**src/rtl/seven_segment_reader.sv**
```systemverilog
// Seven-segment display snooper: recovers a hex byte from a two-digit
// multiplexed common-anode display by watching its enable and segment lines.
module seven_segment_reader #(
  parameter int SETTLE_CYCLES  = 4,
  parameter int TIMEOUT_CYCLES = 1048576
) (
  input  logic       cmosClock,
  input  logic       resetN,
  input  logic [3:0] sevenSegmentEnable,
  input  logic [7:0] sevenSegmentData,
  output logic [7:0] byteOut,
  output logic       byteValid,
  output logic       byteChanged,
  output logic       glyphError,
  output logic       linkActive
);

  localparam int SW = $clog2(SETTLE_CYCLES + 1);
  localparam int TW = $clog2(TIMEOUT_CYCLES + 1);
  localparam logic [SW-1:0] SETTLE_MAX   = SW'(SETTLE_CYCLES);
  localparam logic [SW-1:0] SETTLE_LAST  = SW'(SETTLE_CYCLES - 1);
  localparam logic [TW-1:0] TIMEOUT_MAX  = TW'(TIMEOUT_CYCLES);
  localparam logic [TW-1:0] TIMEOUT_LAST = TW'(TIMEOUT_CYCLES - 1);

  localparam logic [0:0] HUNT    = 1'b0;
  localparam logic [0:0] HAVE_LO = 1'b1;

  localparam logic [3:0] EN_DIGIT0 = 4'b1110;
  localparam logic [3:0] EN_DIGIT1 = 4'b1101;

  logic [3:0]    enMeta_p0;
  logic [3:0]    enSync_p1;
  logic [3:0]    enPrev_p2;
  logic [7:0]    dataMeta_p0;
  logic [7:0]    dataSync_p1;
  logic [SW-1:0] settleCnt;
  logic [TW-1:0] timeoutCnt;
  logic [0:0]    frameState;
  logic [3:0]    loNibble;

  logic          enChanged;
  logic          isDigit0;
  logic          isDigit1;
  logic          takeSample;
  logic          glyphHit;
  logic [3:0]    sampleNibble;
  logic          validSample;

  // Active-low segment glyph to {hit, nibble}; the decimal point is a don't-care.
  function automatic logic [4:0] decodeGlyph(input logic [7:0] seg);
    logic [4:0] res;
    casez (seg)
      8'b?1000000: res = 5'h10;
      8'b?1111001: res = 5'h11;
      8'b?0100100: res = 5'h12;
      8'b?0110000: res = 5'h13;
      8'b?0011001: res = 5'h14;
      8'b?0010010: res = 5'h15;
      8'b?0000010: res = 5'h16;
      8'b?1111000: res = 5'h17;
      8'b?0000000: res = 5'h18;
      8'b?0010000: res = 5'h19;
      8'b?0001000: res = 5'h1A;
      8'b?0000011: res = 5'h1B;
      8'b?1000110: res = 5'h1C;
      8'b?0100001: res = 5'h1D;
      8'b?0000110: res = 5'h1E;
      8'b?0001110: res = 5'h1F;
      default:     res = 5'h00;
    endcase
    return res;
  endfunction

  // Two-flop synchronizer for both buses, idling at "all segments/digits off".
  always_ff @(posedge cmosClock) begin
    if (!resetN) begin
      enMeta_p0   <= 4'b1111;
      enSync_p1   <= 4'b1111;
      dataMeta_p0 <= 8'hFF;
      dataSync_p1 <= 8'hFF;
    end else begin
      enMeta_p0   <= sevenSegmentEnable;
      enSync_p1   <= enMeta_p0;
      dataMeta_p0 <= sevenSegmentData;
      dataSync_p1 <= dataMeta_p0;
    end
  end

  // Sample decision: one shot per dwell, on the cycle the settle count completes.
  always_comb begin
    enChanged                = (enSync_p1 != enPrev_p2);
    isDigit0                 = (enSync_p1 == EN_DIGIT0);
    isDigit1                 = (enSync_p1 == EN_DIGIT1);
    takeSample               = (isDigit0 || isDigit1) && !enChanged && (settleCnt == SETTLE_LAST);
    {glyphHit, sampleNibble} = decodeGlyph(dataSync_p1);
    validSample              = takeSample && glyphHit;
  end

  // Settle counter: restarts on any enable change, idles on non-digit patterns.
  always_ff @(posedge cmosClock) begin
    if (!resetN) begin
      enPrev_p2 <= 4'b1111;
      settleCnt <= '0;
    end else begin
      enPrev_p2 <= enSync_p1;
      if (enChanged || !(isDigit0 || isDigit1)) begin
        settleCnt <= '0;
      end else if (settleCnt != SETTLE_MAX) begin
        settleCnt <= settleCnt + 1'b1;
      end
    end
  end

  // Frame assembly: low nibble is held until a high nibble completes the byte.
  always_ff @(posedge cmosClock) begin
    if (!resetN) begin
      frameState  <= HUNT;
      loNibble    <= 4'h0;
      byteOut     <= 8'h00;
      byteValid   <= 1'b0;
      byteChanged <= 1'b0;
      glyphError  <= 1'b0;
    end else begin
      byteValid   <= 1'b0;
      byteChanged <= 1'b0;
      glyphError  <= 1'b0;
      if (takeSample) begin
        if (!glyphHit) begin
          glyphError <= 1'b1;
          frameState <= HUNT;
        end else if (isDigit0) begin
          loNibble   <= sampleNibble;
          frameState <= HAVE_LO;
        end else if (frameState == HAVE_LO) begin
          byteOut     <= {sampleNibble, loNibble};
          byteValid   <= 1'b1;
          byteChanged <= ({sampleNibble, loNibble} != byteOut);
          frameState  <= HUNT;
        end
      end
    end
  end

  // Link watchdog: any decodable sample keeps the link alive; bad glyphs do not.
  always_ff @(posedge cmosClock) begin
    if (!resetN) begin
      timeoutCnt <= '0;
      linkActive <= 1'b0;
    end else if (validSample) begin
      timeoutCnt <= '0;
      linkActive <= 1'b1;
    end else if (timeoutCnt != TIMEOUT_MAX) begin
      timeoutCnt <= timeoutCnt + 1'b1;
      if (timeoutCnt == TIMEOUT_LAST) begin
        linkActive <= 1'b0;
      end
    end
  end

endmodule

```
**config.mk**
```make
export PLATFORM = sky130hd
export DESIGN_NAME = seven_segment_reader
export DESIGN_NICKNAME = d
export VERILOG_FILES = /design/src/rtl/seven_segment_reader.sv
export SDC_FILE = /design/constraint.sdc
export NUM_CORES = 1
export LEC_CHECK = 0
export CORE_MARGIN = 2
export CORE_UTILIZATION = 55
export DETAILED_ROUTE_END_ITERATION = 7
export GPL_TIMING_DRIVEN = 0
export PLACE_DENSITY = 0.76
export SLEW_MARGIN = 20
export SYNTH_ARGS = -nofsm -noshare
export SYNTH_HDL_FRONTEND = slang
export SYNTH_SLANG_ARGS = --single-unit
```
**constraint.sdc**
```tcl
create_clock -name cmosClock -period 2.3 [get_ports cmosClock]
set_input_delay 0.23 -clock cmosClock [delete_from_list [all_inputs] [get_ports cmosClock]]
set_output_delay 0.23 -clock cmosClock [all_outputs]
set_load 0.03 [all_outputs]
```
**After elaboration in Yosys (flattened, before gate mapping)**

Cells that the tools add are included.

- Add/subtract/negate cells: 2
- Equality and inequality tests: 23
- Mux-type cells: 8
- Bitwise operators: 5
- Reduce and logical (&&, ||, !) cells: 18

Operator list:

| cell | number |
|---|---|
| $pmux W5 S16 | 1 |
| $eq A7 B7 Y1 const B | 4 |
| $add A21 B1 Y21 const B | 1 |
| $eq A21 B20 Y1 const B | 1 |
| $eq A7 B5 Y1 const B | 3 |
| $eq A7 B6 Y1 const B | 3 |
| $ne A21 B21 Y1 const B | 1 |
| $eq A7 B2 Y1 const B | 2 |
| $eq A7 B4 Y1 const B | 2 |
| $eq A4 B4 Y1 const B | 2 |
| $ne A8 B8 Y1 | 1 |
| $eq A7 B3 Y1 const B | 1 |
| $logic_not A7 Y1 | 1 |
| $mux W1 | 7 |
| $not A1 Y1 | 5 |
| $reduce_or A5 Y1 | 1 |
| $ne A4 B4 Y1 | 1 |
| $reduce_and A2 Y1 | 2 |
| $reduce_and A4 Y1 | 1 |
| $reduce_bool A2 Y1 | 2 |
| $reduce_or A2 Y1 | 2 |
| $reduce_or A4 Y1 | 1 |
| $add A3 B1 Y3 const B | 1 |
| $eq A3 B2 Y1 const B | 1 |
| 5 further kinds | 9 |

- Flip-flop bits (word level): 67
- Bits of input ports: 14
- Output and inout bits: 12
- Logic and storage cells: 70

**Depth between registers and ports, before layout**

Gate-level depths: netlist of the first run.

- Depth after elaboration: 7
- Mapped depth: 8
- Mapped depth without buffers: 7

**Least setup slack after synthesis of the first run**

OpenSTA, ideal clock, no wires.

- Kind: flip-flop to flip-flop
- Start: register dataSync_p1[1]
- End: register byteOut[4]
- Setup time: 116 ps
- Arrival: 1618 ps
- Required time: 2184 ps
- Setup slack: 565 ps
- Cell stages (with the launch flop): 8
- Period minus slack after synthesis: 1735 ps
- Cells stage by stage: dfxtp_1 buf_4 and4bb_2 o21ai_2 nand3_2 o31ai_4 nor2_4 o211a_1

- Longest elaborated chain between the ends: 3
- Elaborated cells between the ends (all ways): 18
- Those cells by class: eq/ne: 15; mux: 1; reduce/logical: 2

Ends and longest elaborated chain:

| item | RTL line | text |
|---|---|---|
| from (decl) | 35 | `logic [7:0] dataSync_p1;` |
| from (signal assigned) | 85 | `dataSync_p1 <= dataMeta_p0;` |
| $eq A7 B4 Y1 (tied with other cells) | 52 | `casez (seg)` |
| $pmux W5 S16 * | 52 |  |
| $reduce_and A4 Y1 (no source line) | n/a |  |
| to (signal assigned) | 135 | `byteOut <= {sampleNibble, loNibble};` |
| to (decl) | 11 | `output logic [7:0] byteOut,` |

Mark *: on every way between the ends. The rest lies on a longest branch, timed or not.
A chain may end at the register's enable or synchronous reset.

**Final worst setup path of the first run**

- Start: register timeoutCnt[1]
- End: register linkActive

- Longest elaborated chain between the ends: 3
- Elaborated cells between the ends (all ways): 5
- Those cells by class: eq/ne: 2; reduce/logical: 3

Ends and longest elaborated chain:

| item | RTL line | text |
|---|---|---|
| from (decl) | 37 | `logic [TW-1:0] timeoutCnt;` |
| from (signal assigned) | 153 | `timeoutCnt <= timeoutCnt + 1'b1;` |
| $eq A21 B20 Y1 / $ne A21 B21 Y1 (equally long branches) | 154, 152 |  |
| $reduce_bool A2 Y1 (no source line) | n/a |  |
| $reduce_and A2 Y1 (no source line) * | n/a |  |
| to (signal assigned) | 148 | `linkActive <= 1'b0;` |
| to (signal assigned) | 151 | `linkActive <= 1'b1;` |
| to (signal assigned) | 155 | `linkActive <= 1'b0;` |
| to (decl) | 15 | `output logic linkActive` |

Marked as above.

==> results.sh, run 1 <==
export IMPL_antenna_found_initial=0
export IMPL_cts_repair_resize_count=0
export IMPL_die_area_um2=6060
export IMPL_drt_total_wl_um=5240
export IMPL_ys_async_sr_fraction_pct=0
export IMPL_crit_type="reg -> reg"
export IMPL_cts_setup_buffers=0
export IMPL_grt_max_degree=14
export IMPL_slowest_delay_ns=0.45
export IMPL_status="finished, final reports clean"
export IMPL_crit_top_cell="nand3_1"
export IMPL_io_pins=26
export IMPL_synth_edf_count=0
export IMPL_num_rows=26
export IMPL_synth_cells=321
export IMPL_nets=374
export IMPL_p_leak_uw=0.00132
export IMPL_cts_root_buf="clkbuf_8"
export IMPL_postSynthAreaPerCell_um2=9.34
export IMPL_clock_sinks=67
export IMPL_grt_pass1_wl_um=9050
export IMPL_place_area_um2=3320
export IMPL_ys_ff_latch=67
export IMPL_min_from="resetN"
export IMPL_worst_ep_required_time_ns=2.52
export IMPL_core_um2=5170
export IMPL_cts_hold_buffers=0
export IMPL_crit_start="timeoutCnt[1]"
export IMPL_start_kind="register"
export IMPL_timing_rr_start="timeoutCnt[1]"
export IMPL_max_slew_margin_pct=69.3
export IMPL_design_area_um2=3540
export IMPL_antenna_left=0
export IMPL_path_buf_inv=0
export IMPL_cpMaxStageDelayCell="nor3_1"
export IMPL_viasPerCell=5.28
export IMPL_grt_pass1_vias=2084
export IMPL_drc=0
export IMPL_yosysUniqueCellTypes=52
export IMPL_synth_area_um2=3000
export IMPL_drt_iter0_markers=116
export IMPL_ys_seq_area_share_pct=44.7
export IMPL_dr_pass1_iters=4
export IMPL_tns_ns=0
export IMPL_fin_crit_ns=1.95
export IMPL_mostFrequentLayoutCells="67 x dfxtp_1, 28 x nor2_1, 27 x nand2_1"
export IMPL_fillerInstances=417
export IMPL_antenna_cells=0
export IMPL_max_freq_mhz=513
export IMPL_die_h_um=77.8
export IMPL_numCtsBuffers=9
export IMPL_worst_pin_slew_ns=0.460
export IMPL_final_common_cell="dfxtp_1"
export IMPL_crit_chain="ha_1 > nand3_1 > nor3_1 > nand3_1 > o21ai_0 > a21oi_1"
export IMPL_crit_family="simple AND/OR/NAND/NOR gates"
export IMPL_yosysTopAreaCellShare_pct=44.7
export IMPL_drv_cap=0
export IMPL_synthFlopType="dfxtp_1"
export IMPL_multiInputGateArea_um2=1530
export IMPL_yosysWarnings=0
export IMPL_powerDensity_nw_per_um2=678
export IMPL_fin_skew_ns=0.0100
export IMPL_worstPathArrival_ns=2.17
export IMPL_clkTransAtPathRegs_ns=0.07
export IMPL_seq_area_um2=1340
export IMPL_synthTopCellsByArea="dfxtp_1 45%, xor2_1 5.8%, nand2b_1 5.4%, mux2i_1 3.7%, nor2_1 3.5%"
export IMPL_rsz0062_at_grt="false"
export IMPL_synth_top_cell_by_area="dfxtp_1"
export IMPL_synth_fp_nets=340
export IMPL_worstHoldPathType="in -> reg"
export IMPL_die_w_um=77.8
export IMPL_utilization_pct=68.4
export IMPL_max_vdd_ir_drop_mv=0.536
export IMPL_endpoint_kind="register"
export IMPL_post_route_period_util_pct=84.8
export IMPL_htreeDepth=3
export IMPL_vias=2271
export IMPL_place_gp_congestion=0.837
export IMPL_cts_buffer_depth=2
export IMPL_drv_slew=0
export IMPL_clk_latency_ns=0.35
export IMPL_dp_hpwl_um=3650
export IMPL_hold_viol_final=0
export IMPL_routedWlPerCell_um=12.2
export IMPL_setup_viol=0
export IMPL_pre_cts_ws_ns=0.383
export IMPL_overflow=0
export IMPL_drive_above_1_share_pct=12.8
export IMPL_initial_core_util_pct=58.0
export IMPL_setup_ws_ns=0.350
export IMPL_path_max_fanout=6
export IMPL_syn_to_final_growth_pct=18.0
export IMPL_cts_tree="yes"
export IMPL_io_buffers=23
export IMPL_grt_total_usage_pct=18.9
-- routing by layer --
| metal | vias up | track usage, % | wire (um) |
|---|---|---|---|
| li1 | 1168 | - | - |
| met1 | 1042 | 24.2 | 2600 |
| met2 | 52 | 28.6 | 2310 |
| met3 | 9 | 6.16 | 258 |
| met4 | 0 | 8.75 | 69 |
| met5 | - | 0 | 0 |
-- stage by stage --
step | hold slack [ns] | std cells | power, uW
after floorplan | 0.331 | 321 | 1310
after global placement | 0.387 | 414 | 1340
after detailed placement | 0.394 | 414 | 1350
after CTS | 0.163 | 430 | 2420
after global routing | 0.183 | 430 | 2490
final | 0.174 | 430 | 2400
-- final timing paths --
kind / to / slack [ns] / cells past startpoint
setup reg to reg: linkActive / 0.35 / 6
setup / recovery: linkActive / 0.35 / 6
hold / removal: dataSync_p1[2] / 0.17 / 2
hold reg to reg: dataSync_p1[0] / 0.41 / 1
-- cell families after synthesis --
kind of cell,after synthesis,share of synthesized area (%)
DFF,67,44.7
and+or+nand+nor,158,29.3
adders and majority gates,5,2.09
buffers and inverters,22,4.21
muxes,12,4.05
AOI/OAI and AO/OA,26,6.55
xor gates and xnor gates,31,9.05
-- where the power goes --
part / internal, uW / leakage [uW] / switching, uW
logic: 60.8 / 0.000661 / 61.6
clock network: 617 / 0.000110 / 461
registers: 1180 / 0.000546 / 14.4
-- cells in the mapped netlist, drive strengths merged (2+ instances only) --
cell type,count
ha,5
o21ai,6
nor4b,3
dfxtp,67
o211ai,2
nor2,39
a22oi,2
nor2b,2
xor2,20
nand4b,2
a21oi,4
buf,11
nand2b,26
mux2i,11
xnor2,11
clkbuf,3
nand4,7
or3,3
nor3,5
nor4,9
nand3,17
and4,3
and3,6
o211a,2
inv,8
a211oi,2
nand2,29
nor3b,2
-- worst reg2reg max path, cell delays in order, from the launching register on --
cell and delay, ns:
dfxtp_1 0.42, ha_1 0.28, nand3_1 0.20, nor3_1 0.45, nand3_1 0.19, o21ai_0 0.20
a21oi_1 0.09
-- flip-flops by register name, indices dropped and copies added, names as in the netlist, 3 cells and up --
register and count:
timeoutCnt 21, byteOut 8, dataMeta_p0 7, dataSync_p1 7, enMeta_p0 4, enPrev_p2 4
enSync_p1 4, loNibble 4, settleCnt 3
-- layout make-up --
class	count	share of cell area, %
plain buffers	14	2.72
multi-input cells	232	43.3
well taps	70	2.47
clock inverters	7	2.79
repair buffers	23	6.50
flip-flops and latches	67	37.9
inverters	8	0.848
clock buffers	9	3.50
Power figures use the tool's default switching activity.
==> run 2, diff against run 1 <==
Clock period 2.3 ns to 1.99 ns, I/O delays scaled along.
==> run 2 against run 1 <==
  * First-iteration DRC count rose by 8.6%
  * Core utilization up 0.63 points
  * Fmax increased by 1.9%
==> results.sh, run 2 (synthesis results as in run 1) <==
export IMPL_path_max_fanout=10
export IMPL_place_gp_congestion=0.837
export IMPL_setup_viol=0
export IMPL_initial_core_util_pct=58.0
export IMPL_reg_top3="timeoutCnt (21), byteOut (8)"
export IMPL_fin_crit_ns=1.91
export IMPL_slowest_delay_ns=0.43
export IMPL_seq_power_share_pct=50.0
export IMPL_die_h_um=77.8
export IMPL_grt_pass1_wl_um=9050
export IMPL_grt_total_usage_pct=18.9
export IMPL_drt_iter0_markers=126
export IMPL_cts_repair_resize_count=0
export IMPL_cpMaxStageDelayCell="o31ai_4"
export IMPL_clk_latency_ns=0.34
export IMPL_largest_reg_flops=21
export IMPL_io_pins=26
export IMPL_antenna_left=0
export IMPL_finalNonFillerCells=430
export IMPL_fin_skew_ns=0.0101
export IMPL_dp_cells=414
export IMPL_grt_pass1_vias=2084
export IMPL_fillerInstances=416
export IMPL_drv_slew=0
export IMPL_hold_viol_final=0
export IMPL_drt_total_wl_um=5220
export IMPL_crit_type="reg -> reg"
export IMPL_clkPwrFrac_pct=44.8
export IMPL_pwr_share_comb_pct=5.1
export IMPL_endpoint_kind="register"
export IMPL_max_vdd_ir_drop_mv=0.617
export IMPL_tns_ns=0
export IMPL_viasPerCell=5.26
export IMPL_worst_ep_required_time_ns=2.22
export IMPL_max_freq_mhz=523
export IMPL_die_area_um2=6060
export IMPL_seq_area_um2=1340
export IMPL_clkTransAtPathRegs_ns=0.07
export IMPL_start_kind="register"
export IMPL_largest_register="timeoutCnt"
export IMPL_antenna_found_initial=0
export IMPL_die_w_um=77.8
export IMPL_mostFrequentLayoutCells="66 x dfxtp_1, 28 x nor2_1, 27 x nand2_1"
export IMPL_max_slew_margin_pct=69.5
export IMPL_powerDensity_nw_per_um2=775
export IMPL_vias=2260
export IMPL_grt_max_degree=14
export IMPL_drv_cap=0
export IMPL_design_area_um2=3570
export IMPL_overflow=0
export IMPL_nets=374
export IMPL_status="finished, final reports clean"
export IMPL_cts_hold_buffers=0
export IMPL_cts_buffer_depth=2
export IMPL_cts_root_buf="clkbuf_8"
export IMPL_fin_hold_ws_ns=0.148
export IMPL_p_leak_uw=0.00132
export IMPL_syn_to_final_growth_pct=19.1
export IMPL_cts_tree="yes"
export IMPL_clock_sinks=67
export IMPL_p_int_uw=2150
export IMPL_drive_above_1_share_pct=13.9
export IMPL_num_rows=26
export IMPL_switching_share_pct=22.3
export IMPL_numCtsBuffers=9
export IMPL_dr_pass1_iters=4
export IMPL_final_common_cell="dfxtp_1"
export IMPL_worst_pin_slew_ns=0.458
export IMPL_crit_family="compound AO/OA/AOI/OAI gates"
export IMPL_core_um2=5170
export IMPL_htreeDepth=3
export IMPL_antenna_cells=0
export IMPL_routedWlPerCell_um=12.1
export IMPL_fin_total_pwr_uw=2770
export IMPL_switching_power_uw=616
export IMPL_drc=0
export IMPL_crit_chain="buf_4 > nand3_1 > o21ai_0 > a22o_2 > o31ai_4 > nor2_4 > o211a_1"
export IMPL_worstHoldPathType="in -> reg"
export IMPL_io_buffers=23
export IMPL_place_area_um2=3320
export IMPL_dp_hpwl_um=3650
export IMPL_worstPathArrival_ns=2.14
export IMPL_cts_setup_buffers=0
export IMPL_multiInputGateArea_um2=1560
export IMPL_post_route_period_util_pct=96.1
export IMPL_path_buf_inv=1
-- run 2: metrics by stage --
stage,setup slack [ns],util (%)
floorplan,0.255,-
CTS,0.0502,68.4
global placement,0.0913,64.1
finish,0.0773,69.1
detailed placement,0.0732,64.1
global route,-0.0135,69.1
-- run 2: cell type report --
type	instances	share of cell area [%]
plain buffers	14	2.70
clock buffers	9	3.47
clock inverters	7	2.77
inverters	8	0.841
multi-input cells	232	43.7
flip-flops and latches	67	37.6
well taps	70	2.45
repair buffers	23	6.44
-- run 2: per-layer routing --
layer  global-route usage (%)  vias to the layer above  wire length [um]
li1                         -                     1173                 -
met1                     24.2                     1038              2650
met2                     28.6                       44              2330
met3                     6.16                        5               197
met4                     8.75                        0                44
met5                        0                        -                 0
-- run 2: final timing paths --
check                                     from             end  slack, ns  depth (start not counted)
worst min-delay path                    resetN  dataSync_p1[2]       0.15                          2
worst max register to register  dataSync_p1[0]      byteOut[4]       0.08                          7
worst min register to register  dataMeta_p0[0]  dataSync_p1[0]       0.41                          1
worst max-delay path            dataSync_p1[0]      byteOut[4]       0.08                          7
-- run 2: power by group through the flow --
stage	combinational [uW]	sequential [uW]	clock, uW
2_1_floorplan	101	1410	0
3_3_place_gp	138	1410	0
3_5_place_dp	141	1420	0
4_1_cts	143	1380	1270
5_1_grt	160	1390	1330
6_report	142	1390	1240
==> run 3, diff against run 2 <==
Settings changed: CORE_ASPECT_RATIO set to 1.4.
==> run 3 against run 2 <==
  * Die area rose by 0.14%
  * Global-route usage up 1.5 points
  * Clock-buffer cell count is 2 higher
  * Largest cell class unchanged
==> results.sh, run 3 (synthesis results as in run 1) <==
export IMPL_status="finished, final reports clean"
export IMPL_cts_root_buf="clkbuf_8"
export IMPL_worstPathArrival_ns=2.15
export IMPL_post_route_period_util_pct=96.2
export IMPL_antenna_cells=0
export IMPL_fin_skew_ns=0.00714
export IMPL_clkTransAtPathRegs_ns=0.07
export IMPL_die_h_um=91.4
export IMPL_final_common_cell="dfxtp_1"
export IMPL_place_gp_congestion=0.858
export IMPL_path_max_fanout=10
export IMPL_die_w_um=66.4
export IMPL_endpoint_kind="register"
export IMPL_setup_ws_ns=0.0754
export IMPL_num_rows=31
export IMPL_overflow=0
export IMPL_max_vdd_ir_drop_mv=0.478
export IMPL_timing_rr_start="dataSync_p1[5]"
export IMPL_max_freq_mhz=522
export IMPL_worst_pin_slew_ns=0.483
export IMPL_fin_hold_ws_ns=0.136
export IMPL_io_buffers=23
export IMPL_hold_viol_final=0
export IMPL_clock_sinks=67
export IMPL_largest_reg_flops=21
export IMPL_p_int_uw=2040
export IMPL_crit_type="reg -> reg"
export IMPL_drive_above_1_share_pct=14.6
export IMPL_die_area_um2=6070
export IMPL_viasPerCell=5.38
export IMPL_reg_top3="timeoutCnt (21), byteOut (8)"
export IMPL_nets=378
export IMPL_vias=2304
export IMPL_worstHoldPathType="in -> reg"
export IMPL_met3_usage_pct=4.46
export IMPL_drt_iter0_markers=113
export IMPL_largest_register="timeoutCnt"
export IMPL_worst_ep_required_time_ns=2.22
export IMPL_drc=0
export IMPL_dr_pass1_iters=4
export IMPL_pre_cts_ws_ns=0.0714
export IMPL_cts_hold_buffers=0
export IMPL_setup_viol=0
export IMPL_grt_pass1_wl_um=9330
export IMPL_crit_start="dataSync_p1[5]"
export IMPL_initial_core_util_pct=57.3
export IMPL_numCtsBuffers=9
export IMPL_routedWlPerCell_um=12.9
export IMPL_pwr_share_comb_pct=5.6
export IMPL_powerDensity_nw_per_um2=727
export IMPL_p_leak_uw=0.00135
export IMPL_htreeDepth=3
export IMPL_grtUsageMet2_pct=32.8
export IMPL_mostFrequentLayoutCells="65 x dfxtp_1, 28 x nor2_1, 27 x nand2_1"
export IMPL_switching_power_uw=563
export IMPL_drv_cap=0
export IMPL_cts_tree="yes"
export IMPL_grt_total_usage_pct=20.4
export IMPL_switching_share_pct=21.7
export IMPL_fin_crit_ns=1.91
export IMPL_grt_pass1_vias=2061
export IMPL_dp_hpwl_um=3850
export IMPL_drv_slew=0
export IMPL_antenna_left=0
export IMPL_antenna_found_initial=0
export IMPL_use_met1_pct=23.4
export IMPL_core_um2=5240
export IMPL_clkPwrFrac_pct=41.1
export IMPL_io_pins=26
export IMPL_min_from="resetN"
export IMPL_fin_total_pwr_uw=2600
export IMPL_max_slew_margin_pct=67.8
export IMPL_seq_power_share_pct=53.4
export IMPL_clk_latency_ns=0.34
export IMPL_drt_total_wl_um=5530
export IMPL_grt_max_degree=11
export IMPL_start_kind="register"
export IMPL_cts_buffer_depth=2
export IMPL_top_usage_layer="met2"
export IMPL_syn_to_final_growth_pct=19.3
run 3: metrics by stage:
stage                     setup TNS [ns]  instance area, um2  std cells  util, %
after floorplan                        0                3000        321        -
after global placement                 0                3310        410     63.2
after detailed placement               0                3310        410     63.2
after CTS                              0                3490        424     66.7
after global routing            -0.00675                3580        428     68.3
final                                  0                3580        428     68.3
run 3: layout make-up:
cell class / instances / area (um2)
fillers: 433 / 1660
multi-input cells: 232 / 1580
flip-flops and latches: 67 / 1340
repair buffers: 27 / 260
clock buffers: 11 / 141
plain buffers: 14 / 104
well taps: 66 / 82.6
clock inverters: 3 / 40.0
inverters: 8 / 30.0
run 3: worst paths after layout:
kind / end / slack [ns] / depth (start not counted)
setup reg to reg: byteOut[4] / 0.08 / 7
hold / removal: dataSync_p1[2] / 0.14 / 2
setup / recovery: byteOut[4] / 0.08 / 7
hold reg to reg: dataSync_p1[2] / 0.40 / 1
run 3: timing repair:
item	in CTS	in global routing
setup endpoints to repair	0	30
hold endpoints to repair	0	0
gates resized for setup	0	11
setup buffers	0	4
run 3: per-layer routing:
metal	up-vias	part of all wire (%)	routed length (um)
met1	1077	42	2330
met3	10	3.0	167
li1	1175	-	-
met5	-	0	0
met2	42	52	2890
met4	0	2.6	142
run 3: worst max-delay path, cell delays in order (launching register included):
cell and delay (ns):
dfxtp_1 0.30, buf_2 0.17, and4_1 0.20, o211ai_1 0.20, nand2_2 0.13, o31ai_4 0.41, nor2_4 0.15, o211a_1 0.24
run 3: power by group through the flow:
stage | Sequential, uW | Clock, uW | Combinational [uW]
2_1_floorplan | 1410 | 0 | 101
3_3_place_gp | 1410 | 0 | 139
3_5_place_dp | 1420 | 0 | 143
4_1_cts | 1390 | 1090 | 144
5_1_grt | 1390 | 1160 | 162
6_report | 1390 | 1070 | 145
